File: config.mk
export PLATFORM = sky130hd
export DESIGN_NAME = ii_port_arbiter
export DESIGN_NICKNAME = d
export VERILOG_FILES = /design/src/rtl/ii_port_arbiter.sv
export SDC_FILE = /design/constraint.sdc
export NUM_CORES = 1
export LEC_CHECK = 0
export ABC_AREA = 0
export BUFFER_PORTS_ARGS = -buffer_cell sky130_fd_sc_hd__buf_2
export CORE_MARGIN = 2
export CORE_UTILIZATION = 45
export CTS_BUF_LIST = sky130_fd_sc_hd__clkbuf_8
export CTS_CLUSTER_DIAMETER = 80
export CTS_CLUSTER_SIZE = 14
export DETAILED_ROUTE_END_ITERATION = 10
export GPL_TIMING_DRIVEN = 0
export PLACE_DENSITY = 0.93
export REMOVE_ABC_BUFFERS = 1
export SYNTH_ARGS = -nofsm -noshare
export SYNTH_HDL_FRONTEND = slang
export SYNTH_SLANG_ARGS = --single-unit
File: constraint.sdc
create_clock -name clk -period 2.3 [get_ports clk]
set_input_delay 0.23 -clock clk [delete_from_list [all_inputs] [get_ports clk]]
set_output_delay 0.23 -clock clk [all_outputs]
set_load 0.01 [all_outputs]
File: src/rtl/ii_port_arbiter.sv
// Port-A arbiter for the integral image buffer: capture writes, classifier and debug reads.
// Optional starvation monitor is built when II_ARB_STARVE_EN is defined.
module ii_port_arbiter #(
    parameter int unsigned ADDR_W       = 15,
    parameter int unsigned DATA_W       = 20,
    parameter int unsigned RD_LATENCY   = 2,
    parameter int unsigned STARVE_LIMIT = 1024
) (
    input  logic              clk,
    input  logic              rst,
    input  logic              wr_req,
    input  logic [ADDR_W-1:0] wr_addr,
    input  logic [DATA_W-1:0] wr_data,
    input  logic              cls_req,
    input  logic [ADDR_W-1:0] cls_addr,
    output logic              cls_gnt,
    output logic              cls_rvalid,
    output logic [DATA_W-1:0] cls_rdata,
    input  logic              dbg_req,
    input  logic [ADDR_W-1:0] dbg_addr,
    output logic              dbg_gnt,
    output logic              dbg_rvalid,
    output logic [DATA_W-1:0] dbg_rdata,
    output logic [ADDR_W-1:0] bram_addr,
    output logic [DATA_W-1:0] bram_din,
    output logic              bram_we,
    input  logic [DATA_W-1:0] bram_dout,
    output logic              starve
);

    localparam logic [0:0] OWNER_CLS = 1'b0;
    localparam logic [0:0] OWNER_DBG = 1'b1;
    // One {cls, dbg} pair per stage; the top pair lines up with valid bram_dout.
    localparam int unsigned TAG_W = 2 * (RD_LATENCY + 1);

    logic [0:0]        last_owner_q, last_owner_d;
    logic [ADDR_W-1:0] addr_q, addr_d;
    logic [DATA_W-1:0] din_q, din_d;
    logic              we_q, we_d;
    logic [TAG_W-1:0]  tag_q, tag_d;

    // Write always wins; readers share the remaining slot round-robin.
    always_comb begin
        cls_gnt = 1'b0;
        dbg_gnt = 1'b0;
        if (rst && !wr_req) begin
            if (cls_req && (!dbg_req || last_owner_q == OWNER_DBG)) begin
                cls_gnt = 1'b1;
            end else if (dbg_req) begin
                dbg_gnt = 1'b1;
            end
        end
    end

    always_comb begin
        last_owner_d = last_owner_q;
        addr_d       = addr_q;
        din_d        = din_q;
        we_d         = 1'b0;
        tag_d        = {tag_q[TAG_W-3:0], cls_gnt, dbg_gnt};
        if (wr_req) begin
            addr_d = wr_addr;
            din_d  = wr_data;
            we_d   = 1'b1;
        end else if (cls_gnt) begin
            addr_d       = cls_addr;
            last_owner_d = OWNER_CLS;
        end else if (dbg_gnt) begin
            addr_d       = dbg_addr;
            last_owner_d = OWNER_DBG;
        end
    end

    always_ff @(posedge clk or negedge rst) begin
        if (!rst) begin
            last_owner_q <= OWNER_DBG;
            addr_q       <= '0;
            din_q        <= '0;
            we_q         <= 1'b0;
            tag_q        <= '0;
        end else begin
            last_owner_q <= last_owner_d;
            addr_q       <= addr_d;
            din_q        <= din_d;
            we_q         <= we_d;
            tag_q        <= tag_d;
        end
    end

    assign bram_addr  = addr_q;
    assign bram_din   = din_q;
    assign bram_we    = we_q;
    assign cls_rvalid = tag_q[TAG_W-1];
    assign dbg_rvalid = tag_q[TAG_W-2];
    assign cls_rdata  = bram_dout;
    assign dbg_rdata  = bram_dout;

`ifdef II_ARB_STARVE_EN
    localparam int unsigned CNT_W = $clog2(STARVE_LIMIT + 1);
    localparam logic [CNT_W-1:0] CNT_MAX = CNT_W'(STARVE_LIMIT);

    logic [CNT_W-1:0] cls_cnt_q, cls_cnt_d;
    logic [CNT_W-1:0] dbg_cnt_q, dbg_cnt_d;
    logic             starve_q, starve_d;

    // Counts consecutive denied cycles; saturates so a long stall cannot wrap.
    function automatic logic [CNT_W-1:0] cnt_next(input logic             req,
                                                  input logic             gnt,
                                                  input logic [CNT_W-1:0] cnt);
        logic [CNT_W-1:0] nxt;
        nxt = cnt;
        if (!req || gnt) begin
            nxt = '0;
        end else if (cnt != CNT_MAX) begin
            nxt = cnt + CNT_W'(1);
        end
        return nxt;
    endfunction

    always_comb begin
        cls_cnt_d = cnt_next(cls_req, cls_gnt, cls_cnt_q);
        dbg_cnt_d = cnt_next(dbg_req, dbg_gnt, dbg_cnt_q);
        starve_d  = starve_q || (cls_cnt_d == CNT_MAX) || (dbg_cnt_d == CNT_MAX);
    end

    always_ff @(posedge clk or negedge rst) begin
        if (!rst) begin
            cls_cnt_q <= '0;
            dbg_cnt_q <= '0;
            starve_q  <= 1'b0;
        end else begin
            cls_cnt_q <= cls_cnt_d;
            dbg_cnt_q <= dbg_cnt_d;
            starve_q  <= starve_d;
        end
    end

    assign starve = starve_q;
`else
    // STARVE_LIMIT only matters when the monitor is built in.
    logic unused_starve_limit;
    assign unused_starve_limit = ^32'(STARVE_LIMIT);
    assign starve = 1'b0;
`endif

endmodule

== Word-level counts from Yosys, hierarchy flattened ==
Cells that the tools add are included.

* Output and inout bits: 81
* Bits in registers: 43
* Logic and storage cells: 25

* Reduce and logical (&&, ||, !) cells: 8
* Muxes and demuxes: 11
* Bitwise operators: 1

{| class="wikitable"
|+ Operators by type and width
! cell !! count
|-
| 15-bit 2-to-1 mux || 3
|-
| 1-bit 2-to-1 mux || 8
|-
| 3-bit nonzero test || 1
|-
| 1-bit logical AND || 2
|-
| 1-bit logical NOT || 2
|-
| 2-bit AND reduction || 1
|-
| 2-bit nonzero test || 1
|-
| 1-bit logical OR || 1
|-
| 1-bit NOT || 1
|}

== Depth between registers and ports, before layout ==
* Word-level depth: 8
* Gate-level depth with buffers: 6
* Depth with buffers taken out: 3

== Worst setup path before layout ==
Ideal clock, no wire load.

* Path type: register -> output
* Start: register last_owner_q
* End: output port cls_gnt
* Path buffers: 2
* Data arrival time: 1.131 ns
* Data required time: 2.070 ns
* Cell stages (with the launch flop): 5
* Slack: 0.939 ns
* Cell sequence: dfstp_2 -> nand2b_1 -> buf_2 -> buf_2 -> and2_1

* Cells in the longest elaborated chain, start to end: 4

{| class="wikitable"
|+ RTL lines
! element !! RTL line !! text
|-
| start: declaration || 36 || <nowiki>logic [0:0] last_owner_q, last_owner_d;</nowiki>
|-
| start signal: assignment || 82 || <nowiki>last_owner_q <= last_owner_d;</nowiki>
|-
| 1-bit logical OR || 47 || <nowiki>if (cls_req && (!dbg_req || last_owner_q == OWNER_DBG)) begin</nowiki>
|-
| 1-bit logical AND || 47 ||
|-
| 1-bit 2-to-1 mux || 47 ||
|-
| 1-bit 2-to-1 mux || 46 || <nowiki>if (rst && !wr_req) begin</nowiki>
|-
| end: declaration || 16 || <nowiki>output logic cls_gnt,</nowiki>
|}

No other way between the ends.

== Final worst setup path ==
* Start: input port rst
* End: output port cls_gnt

* Cells in the longest elaborated chain, start to end: 2

{| class="wikitable"
|+ RTL lines
! element !! RTL line !! text
|-
| start: declaration || 10 || <nowiki>input logic rst,</nowiki>
|-
| 1-bit logical AND || 46 ||
|-
| 1-bit 2-to-1 mux || 46 ||
|}

No other way between the ends.

==> results.txt <==
Run status = complete, no violations
Post-synth top cells = dfrtp_1 (42), buf_4 (41), mux2_2 (20)
Leak = 1.374 nW
RSZ-0062 raised after global routing = no
CP endpoint kind = primary output
Slowest cell on the critical path = and3b_1
Die Y = 76.42 um
Layout cells sized above 1 = 0.4860
Clock root cell = clkbuf_8
Worst slack, placed = -150.1 ps
Crit path kind = in -> out
CTS tree = built
Required time worst endpoint = 2070 ps
Core Region = 5075 um2
CP max stage delay = 630 ps
Dpl cell area = 2599 um2
Post-DP HPWL = 4533 um
GRT overflow = 0
Setup crit start kind = primary input
P_int = 0.001226 W
WL/cell = 18.42 um
Non-Filler Instances = 356
Top cells by area, synth = dfrtp_1 (45%), buf_4 (13%), mux2_2 (9.5%)
Synthesized area = 2360 um2
Hold crit path type = in -> reg
Worst vdd ir = 311.9 uV
I/O pins = 171
Post-layout instance area = 2719 um2
Via density = 5.250
Psw = 0.0005075 W
Max Transition Viols Final = 0
CTS H-tree depth = 2
Post-synth top area share = 0.4454
Vias in the first global route = 1924
Die W = 76.42 um
Max-cap violations = 0
Max Freq = 456.1 MHz
Total Power = 0.001733 W
CTS Buffer Depth = 2
Flops & latches, synth = 43
Reg clk slew, reported paths = 90 ps
Clock network fraction of design power = 0.268
Nets = 375
Final setup skew = 9.873 ps
Largest net degree at the start of global routing = 56
Sw Ratio = 0.2928
Avg Cell Area, Syn = 10.63 um2
Hold Violations, Final = 0
Crit-path leading delay family = buffers and inverters
Area added between synthesis and finish = 15.22%
DR vias = 1869
YS warnings = 0
Dpl cells = 346
DR iter-0 viols = 97
Synth unique cells = 23
Max Fanout on Critical Path = 17
Fin crit period = 2192 ps
CTS Buf Count = 5
Diode count = 0
Global-route wire length before repair = 10140 um
Antenna Violating Nets Remaining = 0
PwrDens = 637.5 nW/um2
Num rows = 26
GPL Wtd Cong = 0.7371
Worst skew pair latency = 290 ps
Initial core utilization = 0.4650
Total wire length = 6558 um
PnR worst setup slack = 107.6 ps
Drt first pass iters = 4
Setup TNS = 0 ps
Final worst-path cycle share = 0.9532
DRC viols = 0
Initial antenna violation count = 0
Finish-stage setup viols = 0
Worst Path Arrival = 1960 ps
Relative max-transition margin = 0.4993
Port bufs = 109
Die ar. = 5839 um2
Most used DFF post-synth = dfrtp_1
Fraction of registers with async set/reset = 1.000
Most common cell in the synthesized netlist = dfrtp_1
Synth area leader = dfrtp_1
Worst Max-Slew Pin Slew = 751.0 ps
Crit path buf inv count = 3
Post-synthesis sequential area ratio = 0.4565
Synth Instances = 222
Sequential share of power = 0.505
Post-CTS setup repair buffer count = 0
Combinational share of power = 0.227
Tot GR Track Use = 0.2237
Clock sinks = 43
Crit-path cells = dlygate4sd3_1 -> buf_4 -> and3b_1 -> and2_1 -> buf_2
Number of synthesized flops with an enable pin = 0
[final cells by class]
class	instances	area (um2)
timing repair buffer	111	580.6
fill	480	2356
inverter	17	63.81
clock inverter	3	16.27
tap	70	87.58
sequential	43	1077
multi-input combinational	107	824.5
clock buffer	5	68.82
[worst paths after layout]
kind	startpoint	endpoint	slack [ps]	cells past startpoint
setup / recovery	rst	cls_gnt	110	5
hold / removal	wr_data[6]	bram_din[6]	160	2
setup reg to reg	last_owner_q	bram_addr[5]	640	3
hold reg to reg	tag_q[1]	tag_q[3]	350	0
max in group asynchronous	rst	bram_din[2]	1560	3
min in group asynchronous	rst	last_owner_q	500	2
[layout by cell type (no fill, tap or decap), drive strengths merged]
cell type / synthesis / layout
buf: 52 / 110
clkbuf: 3 / 5
nand2b: 1 / 1
a32oi: 15 / 15
nand3: 15 / 15
dlygate4sd3: 0 / 1
nor2b: 15 / 15
o21ai: 16 / 16
and3b: 1 / 1
nand2: 3 / 3
nor3: 1 / 1
and2b: 2 / 2
clkinvlp: 0 / 1
mux2: 20 / 20
o32ai: 1 / 1
mux2i: 15 / 15
inv: 17 / 18
and2: 1 / 1
clkinv: 0 / 1
dfrtp: 42 / 42
conb: 1 / 1
dfstp: 1 / 1
[sequential cells by signal, summed over array words and instances, names as in the netlist]
name / flops
bram_din: 20
bram_addr: 15
tag_q: 6
bram_we: 1
last_owner_q: 1
[logic make-up (layout without fill, tap and decap cells)]
family                 Yosys count  after routing  synth area share
AOI/OAI and AO/OA               32             32           0.09491
buffers and inverters           72            136            0.1941
DFF                             43             43            0.4565
muxes                           35             35            0.1591
other                            1              1          0.001589
and+or+nand+nor                 39             39           0.09385
[repair_timing]
| item | 4_1_cts | 5_1_grt |
|---|---|---|
| gates resized for setup | 2 | 0 |
| hold buffers | 2 | 0 |
| endpoints found under the hold margin | 42 | 0 |
| endpoints found under the setup margin | 1 | 0 |
[routing by layer]
metal,vias to the layer above,routed length [um],global-route usage
li1,840,-,-
met1,908,2938,0.3002
met2,117,2883,0.3159
met3,4,704,0.1126
met4,0,31,0.05455
met5,-,0,0.06364
[metrics by stage]
step | hold slack (ps) | util
after floorplan | -65.59 | -
after global placement | 333.2 | 0.5121
after detailed placement | 337.0 | 0.5121
after CTS | 150.7 | 0.5358
after global routing | 151.4 | 0.5358
final | 159.4 | 0.5358
[worst reg2reg max path: stages, from the launching register on]
cell and delay (ps):
dfstp_2 560, nand2b_1 600, nand3_1 160, a32oi_1 260
[power by group through the flow]
| stage | combinational [W] | clock, W | sequential, W |
|---|---|---|---|
| floorplan | 0.000145 | 0 | 0.000924 |
| finish | 0.000394 | 0.000464 | 0.000876 |
| CTS | 0.000397 | 0.000478 | 0.000876 |
| global route | 0.000434 | 0.000512 | 0.000887 |
| detailed placement | 0.000390 | 0 | 0.000890 |
| global placement | 0.000376 | 0 | 0.000886 |
(Power assumes the default switching activity.)
